### config.mk
export PLATFORM = sky130hd
export DESIGN_NAME = char_rotate_ctrl_flat
export DESIGN_NICKNAME = d
export VERILOG_FILES = /design/src/rtl/char_rot_pkg.sv /design/src/rtl/char_rotate_ctrl_if.sv /design/src/rtl/tick_prescaler.sv /design/src/rtl/char_rotate_ctrl.sv /design/src/flat_wrapper.sv
export SDC_FILE = /design/constraint.sdc
export NUM_CORES = 1
export LEC_CHECK = 0
export ABC_AREA = 1
export ABC_CLOCK_PERIOD_IN_PS = 5390
export BUFFER_PORTS_ARGS = -buffer_cell sky130_fd_sc_hd__clkbuf_2
export CAP_MARGIN = 20
export CORE_UTILIZATION = 60
export DETAILED_ROUTE_END_ITERATION = 16
export GPL_TIMING_DRIVEN = 1
export PLACE_DENSITY_LB_ADDON = 0.1
export SETUP_SLACK_MARGIN = 0.3
export SYNTH_ARGS = -nofsm -noshare
export SYNTH_HDL_FRONTEND = slang
export SYNTH_HIERARCHICAL = 1
export SYNTH_SLANG_ARGS = --single-unit
### constraint.sdc
create_clock -name CLOCK_50 -period 5.39 [get_ports CLOCK_50]
set_clock_uncertainty 0.15 [all_clocks]
set_input_delay 1.078 -clock CLOCK_50 [delete_from_list [all_inputs] [get_ports CLOCK_50]]
set_output_delay 1.078 -clock CLOCK_50 [all_outputs]
set_load 0.02 [all_outputs]
### src/rtl/char_rot_pkg.sv
// Shared types, sizes and rotate helpers for the HEX character rotation path.
package char_rot_pkg;
  localparam int CHAR_W       = 3;
  localparam int NUM_CHARS    = 6;
  localparam int WORD_W       = CHAR_W * NUM_CHARS;
  localparam int OFS_W        = 3;
  localparam int TICK_DIV_DEF = 50_000_000;

  typedef enum logic [1:0] {
    ST_IDLE  = 2'b00,
    ST_PAUSE = 2'b01,
    ST_RUN   = 2'b10
  } state_t;

  // Field i of the result takes source field (i - ofs) mod NUM_CHARS.
  function automatic logic [WORD_W-1:0] rotate_word(input logic [WORD_W-1:0] w,
                                                     input logic [OFS_W-1:0]  ofs);
    logic [WORD_W-1:0] r;
    int src;
    r = '0;
    for (int i = 0; i < NUM_CHARS; i++) begin
      for (int o = 0; o < NUM_CHARS; o++) begin
        src = i - o;
        if (src < 0) src = src + NUM_CHARS;
        if (ofs == OFS_W'(o)) r[i*CHAR_W +: CHAR_W] = w[src*CHAR_W +: CHAR_W];
      end
    end
    return r;
  endfunction

  function automatic logic [OFS_W-1:0] next_offset(input logic [OFS_W-1:0] ofs,
                                                   input logic             d);
    logic [OFS_W-1:0] n;
    if (!d) n = (ofs == OFS_W'(NUM_CHARS - 1)) ? '0 : ofs + OFS_W'(1);
    else    n = (ofs == '0) ? OFS_W'(NUM_CHARS - 1) : ofs - OFS_W'(1);
    return n;
  endfunction
endpackage

### src/rtl/char_rotate_ctrl_if.sv
// Control and display bus of the character rotation sequencer.
interface char_rotate_ctrl_if;
  import char_rot_pkg::*;

  logic [WORD_W-1:0] SW;
  logic              load;
  logic              run;
  logic              step;
  logic              dir;
  logic [WORD_W-1:0] disp_word;
  logic [OFS_W-1:0]  offset;
  logic [1:0]        state;
  logic              tick;

  modport master (output SW, load, run, step, dir,
                  input  disp_word, offset, state, tick);
  modport slave  (input  SW, load, run, step, dir,
                  output disp_word, offset, state, tick);
endinterface

### src/rtl/tick_prescaler.sv
// Counts 0..TICK_DIV-1 while enabled, holds otherwise; tc is combinational at the terminal count.
// Latency: tc asserts in the cycle the count sits at TICK_DIV-1; clr wins over en.
module tick_prescaler #(
  parameter int CNT_W    = 26,
  parameter int TICK_DIV = 50_000_000
) (
  input  logic CLOCK_50,
  input  logic resetn,
  input  logic en,
  input  logic clr,
  output logic tc
);
  localparam logic [CNT_W-1:0] TERM = CNT_W'(TICK_DIV - 1);

  logic [CNT_W-1:0] cnt;

  assign tc = en && (cnt == TERM);

  always_ff @(posedge CLOCK_50 or negedge resetn) begin
    if (!resetn) begin
      cnt <= '0;
    end else if (clr) begin
      cnt <= '0;
    end else if (en) begin
      cnt <= tc ? '0 : cnt + CNT_W'(1);
    end
  end
endmodule

### src/rtl/char_rotate_ctrl.sv
// Captures a six-character word and rotates it across HEX5..HEX0, free-running or single-stepped.
// Latency: outputs registered, visible one cycle after load/step/terminal count; no backpressure.
module char_rotate_ctrl
  import char_rot_pkg::*;
#(
  parameter int TICK_DIV = TICK_DIV_DEF,
  parameter int CNT_W    = 26
) (
  input  logic              CLOCK_50,
  input  logic              resetn,
  char_rotate_ctrl_if.slave bus
);
  state_t            st;
  logic [WORD_W-1:0] word_reg;
  logic [WORD_W-1:0] disp_reg;
  logic [OFS_W-1:0]  ofs;
  logic [OFS_W-1:0]  ofs_nxt;
  logic              tick_reg;
  logic              tc;
  logic              do_rot;

  tick_prescaler #(
    .CNT_W    (CNT_W),
    .TICK_DIV (TICK_DIV)
  ) u_presc (
    .CLOCK_50 (CLOCK_50),
    .resetn   (resetn),
    .en       (st == ST_RUN),
    .clr      (bus.load),
    .tc       (tc)
  );

  // Load outranks any rotation on the same edge.
  assign do_rot  = !bus.load && (tc || (st == ST_PAUSE && bus.step));
  assign ofs_nxt = next_offset(ofs, bus.dir);

  always_ff @(posedge CLOCK_50 or negedge resetn) begin
    if (!resetn) begin
      st       <= ST_IDLE;
      word_reg <= '0;
      disp_reg <= '0;
      ofs      <= '0;
      tick_reg <= 1'b0;
    end else begin
      tick_reg <= 1'b0;
      if (bus.load) begin
        word_reg <= bus.SW;
        disp_reg <= bus.SW;
        ofs      <= '0;
        st       <= bus.run ? ST_RUN : ST_PAUSE;
      end else begin
        if (do_rot) begin
          ofs      <= ofs_nxt;
          disp_reg <= rotate_word(word_reg, ofs_nxt);
          tick_reg <= 1'b1;
        end
        case (st)
          ST_IDLE:  st <= ST_IDLE;
          ST_PAUSE: if (bus.run)  st <= ST_RUN;
          ST_RUN:   if (!bus.run) st <= ST_PAUSE;
          default:  st <= ST_IDLE;
        endcase
      end
    end
  end

  assign bus.disp_word = disp_reg;
  assign bus.offset    = ofs;
  assign bus.state     = st;
  assign bus.tick      = tick_reg;
endmodule

### src/flat_wrapper.sv
// flat-port wrapper written by rule: the top's interface ports become plain ports
module char_rotate_ctrl_flat import char_rot_pkg::*;
#(
  parameter int TICK_DIV = TICK_DIV_DEF,
  parameter int CNT_W    = 26
)
  (CLOCK_50, resetn, bus_SW, bus_load, bus_run, bus_step, bus_dir, bus_disp_word, bus_offset, bus_state, bus_tick);
  char_rotate_ctrl_if bus_i ();
  input  logic CLOCK_50;
  input  logic resetn;
  input wire logic [$bits(bus_i.SW)-1:0] bus_SW;
  input wire logic [$bits(bus_i.load)-1:0] bus_load;
  input wire logic [$bits(bus_i.run)-1:0] bus_run;
  input wire logic [$bits(bus_i.step)-1:0] bus_step;
  input wire logic [$bits(bus_i.dir)-1:0] bus_dir;
  output wire logic [$bits(bus_i.disp_word)-1:0] bus_disp_word;
  output wire logic [$bits(bus_i.offset)-1:0] bus_offset;
  output wire logic [$bits(bus_i.state)-1:0] bus_state;
  output wire logic [$bits(bus_i.tick)-1:0] bus_tick;
  assign bus_i.SW = bus_SW;
  assign bus_i.load = bus_load;
  assign bus_i.run = bus_run;
  assign bus_i.step = bus_step;
  assign bus_i.dir = bus_dir;
  assign bus_disp_word = bus_i.disp_word;
  assign bus_offset = bus_i.offset;
  assign bus_state = bus_i.state;
  assign bus_tick = bus_i.tick;
  char_rotate_ctrl #(.TICK_DIV(TICK_DIV), .CNT_W(CNT_W)) u_core (.CLOCK_50(CLOCK_50), .resetn(resetn), .bus(bus_i));
endmodule
==> results of run 1 <==
-- logic make-up (layout without fill, tap and decap cells) --
group / after synthesis / count (layout)
fa+ha+maj: 2 / 2
simple gates: 413 / 413
flops: 68 / 68
xor+xnor: 8 / 8
buf+inv: 129 / 170
compound gates: 111 / 111
-- critical path: stages (launching register included) --
cell     delay [ps]
dfrtp_1         420
inv_2            90
nand2_1          90
inv_1            50
ha_1            210
a21oi_4         690
inv_4           130
nor3_4          650
nand2_1         120
nand2_1         100
nand2_1          50
nand2_1         110
a21oi_1          80
-- synthesized netlist by cell type (2+ instances only) --
cell type,n,share of area [%]
nor2_2,5,0.67
o211ai_1,3,0.48
nand3_1,35,3.7
clkbuf_1,8,0.64
o22ai_1,2,0.27
xnor2_1,2,0.37
nand4_1,10,1.3
nand3_2,4,0.85
buf_6,3,0.72
nand2_2,5,0.67
nor3_1,7,0.75
dfrtp_1,68,36
o21ai_1,5,0.53
a21oi_2,5,0.93
a21oi_1,37,4.0
buf_4,5,0.80
xor2_1,6,1.1
nor2_1,81,6.5
nor2_4,5,1.2
ha_1,2,0.53
inv_2,4,0.32
inv_1,98,7.9
nand2_1,258,21
o21ai_0,54,5.8
buf_2,7,0.75
buf_1,2,0.16
-- power by group through the flow --
stage          Combinational [uW]  Sequential (uW)  Clock [uW]
6_report                      324              587         546
5_1_grt                       362              591         574
4_1_cts                       319              585         556
3_5_place_dp                  317              594           0
3_3_place_gp                  312              594           0
2_1_floorplan                 198              619           0
-- through the flow --
stage          hold slack, ps  setup slack, ps  total power (uW)
2_1_floorplan             344             3060               817
3_3_place_gp              351             2110               906
3_5_place_dp              365             2100               911
4_1_cts                   383             2430              1460
5_1_grt                   403             2090              1530
6_report                  380             2320              1460
-- path summary, 6_finish.rpt --
kind | to | slack (ps) | depth (start not counted)
setup / recovery | u_core/bus.disp_word[0] | 2320 | 12
min in group asynchronous | u_core/u_presc/cnt[9] | 620 | 1
hold / removal | u_core/bus.disp_word[4] | 380 | 2
setup reg to reg | u_core/bus.disp_word[0] | 2320 | 12
max in group asynchronous | u_core/bus.disp_word[15] | 3520 | 2
hold reg to reg | u_core/bus.disp_word[4] | 380 | 2
-- per-layer routing --
| layer | up-vias | GRT usage [%] | part of all wire (%) |
|---|---|---|---|
| met1 | 2157 | 47.9 | 47 |
| met4 | 0 | 11.4 | 1.6 |
| met2 | 292 | 45.9 | 41 |
| met3 | 26 | 8.00 | 10 |
| met5 | - | 0 | 0 |
| li1 | 2346 | - | - |
-- layout make-up --
cell class,instances,area [sq um]
clock buffer,11,151
clock inverter,5,106
fill,685,2230
inverter,104,393
multi-input combinational,534,2450
sequential,68,1700
tap,99,124
timing repair buffer,50,258
==> run metrics, run 1 <==
status=complete, no violations; Switch Pwr=476 uW; Required @ worst endpoint=5480 ps; post-synthesis sequential area ratio=36.3%; row cnt=31; Max-Cap Viols=0; Remaining DRCs=0; multiplexer area fraction after synthesis=0%; pin count of the biggest net entering global routing=43; Die ar.=8160 sq um; Clk pin slew, worst setup/hold paths=80 ps; Initial DRC Count=740; final slew viol count=0; GRT Util Overall=32.4%; worst r2r src=u_core/bus.offset[0]; clock network fraction of total power=37.5%; Post-synth top flop=dfrtp_1; xor and xnor area share after synthesis=1.50%; Slew @ Worst Pin=854 ps; largest family of logic cells by synthesized area=simple AND/OR/NAND/NOR gates; initial antenna violation count=0; hpwl dp=8470 microns; Tmin final=3070 ps; final design utilization=69.9%; crit share post-route=56.9%; Synth Area in Simple Gates=37.0%; starting density of the core=63.2%; H-tree depth=3; endpoints failing setup=0; layout cells sized above 1=12.8%; Max Clk Rate=326 MHz; Die Y=90.4 microns; Hold Path Class=flop to flop; Fin. Hold Viols=0; sequential power share=40.3%; Hold-fix buffers, CTS=0; routed len/inst=14.1 microns; first-pass GRT wire length=21100 microns; postcts setup bufs=0; Port Buf Inserts=47; Sw Share=32.7%; cell area after layout=5180 sq um; Syn Nets=757; Relative slew margins=42.9%; Inserted Diodes=0; nets@finish=793; Internal Pwr Total=981 uW; commonest cells after routing, fill and taps aside=258 x nand2_1, 98 x inv_1, 81 x nor2_1, 68 x dfrtp_1, 54 x o21ai_0; crit path launch=u_core/bus.offset[0]; Placed Cells=855; Distinct cells, synth=36; placed cell area=4920 sq um; gr ovfl total=0; Post-Synth Adder-Cell Area=0.534%; Leak Pwr=0.00265 uW; RSZ-0062 raised after global routing=false; EDFF count, synth=0; Vias/cell=5.54; ANT nets after route=0; CP endpoint kind=flop; hold_sp=u_core/bus.disp_word[4]; clock sinks=68; Syn-to-layout area delta=10.6%; commonest non-fill, non-tap cell in the layout=nand2_1; Final Non-Filler Cells=871; maximum VDD drop=278 uV; Worst Path Max Fanout=37; Crit Path Category=flop to flop; #FFs+latches synth=68; combinational power share=22.2%; CTS tree=done; Largest register FFs=26; Core Area=7410 sq um; asr flop ratio synth=100%; worst skew pair latency=360 ps; Post-Synthesis Cells=731; Die Wd=90.4 microns; Root Buffer=clkbuf_8; Pre-antenna DRT Iters=6; number of global-route vias before repair=4446; Post-CTS Resized=0; Routed WL=12300 microns; Longest Clk Path Bufs=2; WP data arrival=3160 ps; cell area after synthesis=4680 sq um; Avg Synthesized Cell Area=6.41 sq um; Synth Area in Compound Gates=13.2%; synth warn=6; DR vias=4821; I/O pin total=48; pwr dens=281 nW/um^2; total CTS buffers=9; Worst setup SP type=flop; Setup TNS=0 ps; Final Wtd Congestion=0.958
(Power assumes the default switching activity.)
==> run 2: changes to the inputs <==
--- a/config.mk
+++ b/config.mk
@@ -6,7 +6,7 @@
 export NUM_CORES = 1
 export LEC_CHECK = 0
 export ABC_AREA = 1
-export ABC_CLOCK_PERIOD_IN_PS = 5390
+export ABC_CLOCK_PERIOD_IN_PS = 2900
 export BUFFER_PORTS_ARGS = -buffer_cell sky130_fd_sc_hd__clkbuf_2
 export CAP_MARGIN = 20
 export CORE_UTILIZATION = 60
==> constraint.sdc (replaced) <==
create_clock -name CLOCK_50 -period 2.9 [get_ports CLOCK_50]
set_clock_uncertainty 0.15 [all_clocks]
set_input_delay 0.58 -clock CLOCK_50 [delete_from_list [all_inputs] [get_ports CLOCK_50]]
set_output_delay 0.58 -clock CLOCK_50 [all_outputs]
set_load 0.02 [all_outputs]
==> run metrics, run 2 (synthesized netlist as in run 1, its figures left out) <==
Clk pin slew, worst setup/hold paths=70 ps; pwr dens=476 nW/um^2; status=complete, no violations; final design utilization=70.0%; clock sinks=68; Required @ worst endpoint=3020 ps; Worst path slowest cell=dfrtp_1; WP data arrival=2540 ps; routed len/inst=13.8 microns; Core Area=7410 sq um; maximum VDD drop=286 uV; number of global-route vias before repair=4185; endpoints failing setup=0; Relative slew margins=54.6%; Initial DRC Count=533; initial antenna violation count=0; Leak Pwr=0.00265 uW; commonest non-fill, non-tap cell in the layout=nand2_1; Max Clk Rate=413 MHz; Longest Clk Path Bufs=2; Die Wd=90.4 microns; Largest register FFs=26; RSZ-0062 raised after global routing=false; Die ar.=8160 sq um; Reg2Reg Depth=12; reg-to-reg slack, setup=480 ps; Worst Path Max Fanout=36; most frequent CP cell=nand2_1; largest stage delay on the critical path=430 ps; DR vias=4814; Syn-to-layout area delta=10.7%; GRT Util Overall=31.2%; Vias/cell=5.48; Slew @ Worst Pin=681 ps; worst-path cell chain=inv_2, nand2_1, inv_1, ha_1, or2_1, nand2_2, nand2_1, inv_4, a21oi_1, nand2_1, nand2_1, a21oi_1; Place WS=387 ps; Setup TNS=0 ps; crit share post-route=83.6%; Hold-fix buffers, CTS=0; Max-Cap Viols=0; CP endpoint kind=flop; first-pass GRT wire length=20400 microns; worst skew pair latency=340 ps; Worst setup SP type=flop; Root Buffer=clkbuf_8; pin count of the biggest net entering global routing=37; Tmin final=2420 ps; crit path launch=u_core/bus.offset[0]; Final WS setup=477 ps; nets@finish=802; CP endpoint=u_core/bus.disp_word[8]; final slew viol count=0; Hold Path Class=input pin to asynchronous set/reset pin; hpwl dp=8660 microns; commonest cells after routing, fill and taps aside=258 x nand2_1, 97 x inv_1, 81 x nor2_1, 68 x dfrtp_1, 54 x o21ai_0; Routed WL=12100 microns; total CTS buffers=9; layout cells sized above 1=13.5%; ANT nets after route=0; Port Buf Inserts=47; Die Y=90.4 microns; Inserted Diodes=0; I/O pin total=48; H-tree depth=3; starting density of the core=63.2%; Pre-antenna DRT Iters=6; CTS tree=done; Final Wtd Congestion=0.949; row cnt=31; FF-to-FF End=u_core/bus.disp_word[8]; Crit Path Category=flop to flop; Fin. Hold Viols=0; Remaining DRCs=0; gr ovfl total=0; worst r2r src=u_core/bus.offset[0]
[run 2: where the power goes]
group | switching, uW | leakage, uW | internal, uW | total [uW]
combinational | 420 | 0.00169 | 189 | 609
clock | 349 | 0.0000935 | 416 | 766
sequential | 68.9 | 0.000869 | 1020 | 1090
[run 2: layout make-up]
cell class,count,area (sq um)
clock buffers,13,149
clock inverters,2,35.0
fillers,657,2220
inverters,104,399
multi-input cells,534,2450
flip-flops and latches,68,1700
well taps,99,124
repair buffers,58,318
repair inverters,1,7.51
[run 2: through the flow]
stage / std cells / hold slack [ps] / instance area [sq um] / total power, uW
final: 879 / 114 / 5180 / 2470
after detailed placement: 861 / 365 / 4970 / 1700
after CTS: 876 / 124 / 5150 / 2470
after global routing: 879 / 164 / 5180 / 2600
after global placement: 861 / 353 / 4970 / 1680
after floorplan: 731 / 134 / 4680 / 1520
[run 2: repair_timing]
action | in CTS | in global routing
buffers inserted | 0 | 2
endpoints found under the setup margin | 0 | 18
gates resized for setup | 0 | 5
[run 2: how the worst min path moves through the flow]
stage | from | end | slack (ps) | cells past startpoint
global placement | u_core/bus.disp_word[12] | u_core/bus.disp_word[12] | 350 | 2
finish | resetn | u_core/u_presc/cnt[9] | 110 | 1
detailed placement | u_core/bus.disp_word[11] | u_core/bus.disp_word[11] | 360 | 2
CTS | resetn | u_core/u_presc/cnt[9] | 120 | 1
floorplan | resetn | u_core/bus.disp_word[0] | 130 | 0
global route | resetn | u_core/u_presc/cnt[9] | 160 | 1
[run 2: metal layers]
metal	GRT usage, %	share of wire [%]	vias up
li1	-	-	2366
met1	49.4	48	2170
met2	43.6	41	258
met3	4.21	9.5	20
met4	9.54	1.5	0
met5	0	0	-
[run 2: critical path: cells and delay by family (launching register included)]
family          cells  cell delay (ps)
compound gates      2              230
buf+inv             3              440
simple gates        6              830
flops               1              430
fa+ha+maj           1              260
==> run 3: changes to the inputs <==
--- a/config.mk
+++ b/config.mk
@@ -6,10 +6,10 @@
 export NUM_CORES = 1
 export LEC_CHECK = 0
 export ABC_AREA = 1
-export ABC_CLOCK_PERIOD_IN_PS = 2900
+export ABC_CLOCK_PERIOD_IN_PS = 2000
 export BUFFER_PORTS_ARGS = -buffer_cell sky130_fd_sc_hd__clkbuf_2
 export CAP_MARGIN = 20
-export CORE_UTILIZATION = 60
+export CORE_UTILIZATION = 54
 export DETAILED_ROUTE_END_ITERATION = 16
 export GPL_TIMING_DRIVEN = 1
 export PLACE_DENSITY_LB_ADDON = 0.1
==> constraint.sdc (replaced) <==
create_clock -name CLOCK_50 -period 2 [get_ports CLOCK_50]
set_clock_uncertainty 0.15 [all_clocks]
set_input_delay 0.4 -clock CLOCK_50 [delete_from_list [all_inputs] [get_ports CLOCK_50]]
set_output_delay 0.4 -clock CLOCK_50 [all_outputs]
set_load 0.02 [all_outputs]
==> run metrics, run 3 (synthesized netlist as in run 1, its figures left out) <==
Tmin final=2160 ps; worst skew pair latency=360 ps; Crit Path Category=flop to flop; nets@finish=870; Die ar.=9050 sq um; Port Buf Inserts=47; Routed WL=16200 microns; Initial DRC Count=535; Final WS setup=-162 ps; fill cell count=545; Switch Pwr=1500 uW; WP data arrival=2280 ps; final slew viol count=0; total CTS buffers=9; gr ovfl total=0; Max-Cap Viols=0; Fin. Hold Viols=0; row cnt=33; Vias/cell=5.69; CP endpoint kind=flop; ANT nets after route=0; Placed Cells=897; Core Area=8300 sq um; sequential power share=36.1%; failing checks=setup timing; reg-to-reg slack, setup=-160 ps; pwr dens=662 nW/um^2; GRT Util Overall=31.3%; worst r2r src=u_core/bus.offset[0]; first-pass GRT wire length=21800 microns; H-tree depth=3; Final Non-Filler Cells=954; Clk pin slew, worst setup/hold paths=90 ps; Die Wd=95.1 microns; endpoints failing setup=18; commonest cells after routing, fill and taps aside=231 x nand2_1, 92 x inv_1, 65 x nor2_1, 64 x dfrtp_1, 46 x clkbuf_2; Die Y=95.1 microns; I/O pin total=48; CTS tree=done; Relative slew margins=73.9%; Pre-antenna DRT Iters=6; routed len/inst=17.0 microns; Largest register FFs=26; Sw Share=34.0%; Worst setup SP type=flop; Worst Path Max Fanout=9; commonest non-fill, non-tap cell in the layout=nand2_1; DR vias=5433; Max Clk Rate=462 MHz; clock network fraction of total power=35.5%; Inserted Diodes=0; hold slack=93.1 ps; Required @ worst endpoint=2120 ps; Reg2Reg Depth=14; Syn-to-layout area delta=42.0%; Longest Clk Path Bufs=2; maximum VDD drop=565 uV; FF-to-FF End=u_core/bus.disp_word[6]; Root Buffer=clkbuf_8; starting density of the core=56.4%; Remaining DRCs=0; RSZ-0062 raised after global routing=true; crit path launch=u_core/bus.offset[0]; Final Wtd Congestion=0.951; crit share post-route=108%; combinational power share=28.4%; clock sinks=68; hpwl dp=8670 microns; final design utilization=80.1%; status=finished with violations; number of global-route vias before repair=4598; CP endpoint=u_core/bus.disp_word[6]; pin count of the biggest net entering global routing=69; Setup TNS=-1220 ps; Leak Pwr=0.00325 uW; Slew @ Worst Pin=390 ps; Hold Path Class=input pin to flop; layout cells sized above 1=30.9%; Place WS=-57.4 ps; initial antenna violation count=0; Internal Pwr Total=2910 uW
-- run 3: changes by cell type in the layout (fill, tap and decap cells not counted), sizes merged --
cell,previous run,this run
buf,12,69
clkinvlp,2,4
clkinv,2,4
clkbuf,59,62
nand2,263,264
dlygate4sd3,0,1
bufinv,1,4
-- run 3: how the worst min path moves through the flow --
stage | from | endpoint | cells after the start
4_1_cts | bus_run | u_core/bus.state[1] | 3
2_1_floorplan | resetn | u_core/bus.disp_word[0] | 0
5_1_grt | bus_run | u_core/bus.state[1] | 3
3_5_place_dp | resetn | u_core/u_presc/cnt[2] | 2
3_3_place_gp | resetn | u_core/u_presc/cnt[2] | 2
6_report | bus_run | u_core/bus.state[1] | 3
-- run 3: metrics by stage --
step | cell area, sq um | power, uW
after floorplan | 4790 | 2250
after global placement | 5340 | 2520
after detailed placement | 5340 | 2530
after CTS | 5920 | 4160
after global routing | 6650 | 4580
final | 6650 | 4410
-- run 3: area by class of cell --
| type | instances | area [sq um] | share of cell area (%) |
|---|---|---|---|
| clock buffer | 10 | 128 | 1.92 |
| clock inverter | 6 | 138 | 2.07 |
| inverter | 104 | 427 | 6.42 |
| multi-input combinational | 535 | 2950 | 44.3 |
| sequential | 68 | 1710 | 25.7 |
| tap | 105 | 131 | 1.98 |
| timing repair buffer | 122 | 1140 | 17.1 |
| timing repair inverter | 4 | 33.8 | 0.508 |
-- run 3: metal layers --
| layer | GRT usage [%] | vias to the layer above | wire (microns) |
|---|---|---|---|
| li1 | - | 2514 | - |
| met2 | 53.1 | 347 | 7770 |
| met3 | 5.74 | 106 | 1480 |
| met1 | 40.7 | 2466 | 6110 |
| met5 | 0 | - | 0 |
| met4 | 9.09 | 0 | 819 |
-- run 3: repair_timing --
| action | in CTS | in global routing |
|---|---|---|
| hold buffers | 1 | 0 |
| pin swaps | 20 | 41 |
| cloned | 4 | 10 |
| setup endpoints to repair | 44 | 46 |
| buffers inserted | 7 | 19 |
| resized for setup | 46 | 108 |
| hold endpoints to repair | 68 | 0 |
-- run 3: power by group through the flow --
stage / logic (uW) / registers, uW / clock network (uW)
global route: 1350 / 1600 / 1630
finish: 1250 / 1590 / 1560
floorplan: 576 / 1670 / 0
detailed placement: 933 / 1600 / 0
CTS: 1020 / 1580 / 1570
global placement: 920 / 1600 / 0
-- run 3: worst max-delay path: stages, from the launching register on --
cell       delay (ps)
dfrtp_2           410
inv_4              50
nand2_4            70
inv_4              40
ha_4              240
or2_4             150
nand2_8            80
nor2_4            190
clkbuf_16         190
o21ai_0           110
nand2_1           110
nand2_1            50
nand2_1            70
nand2_1            40
a21oi_1           120
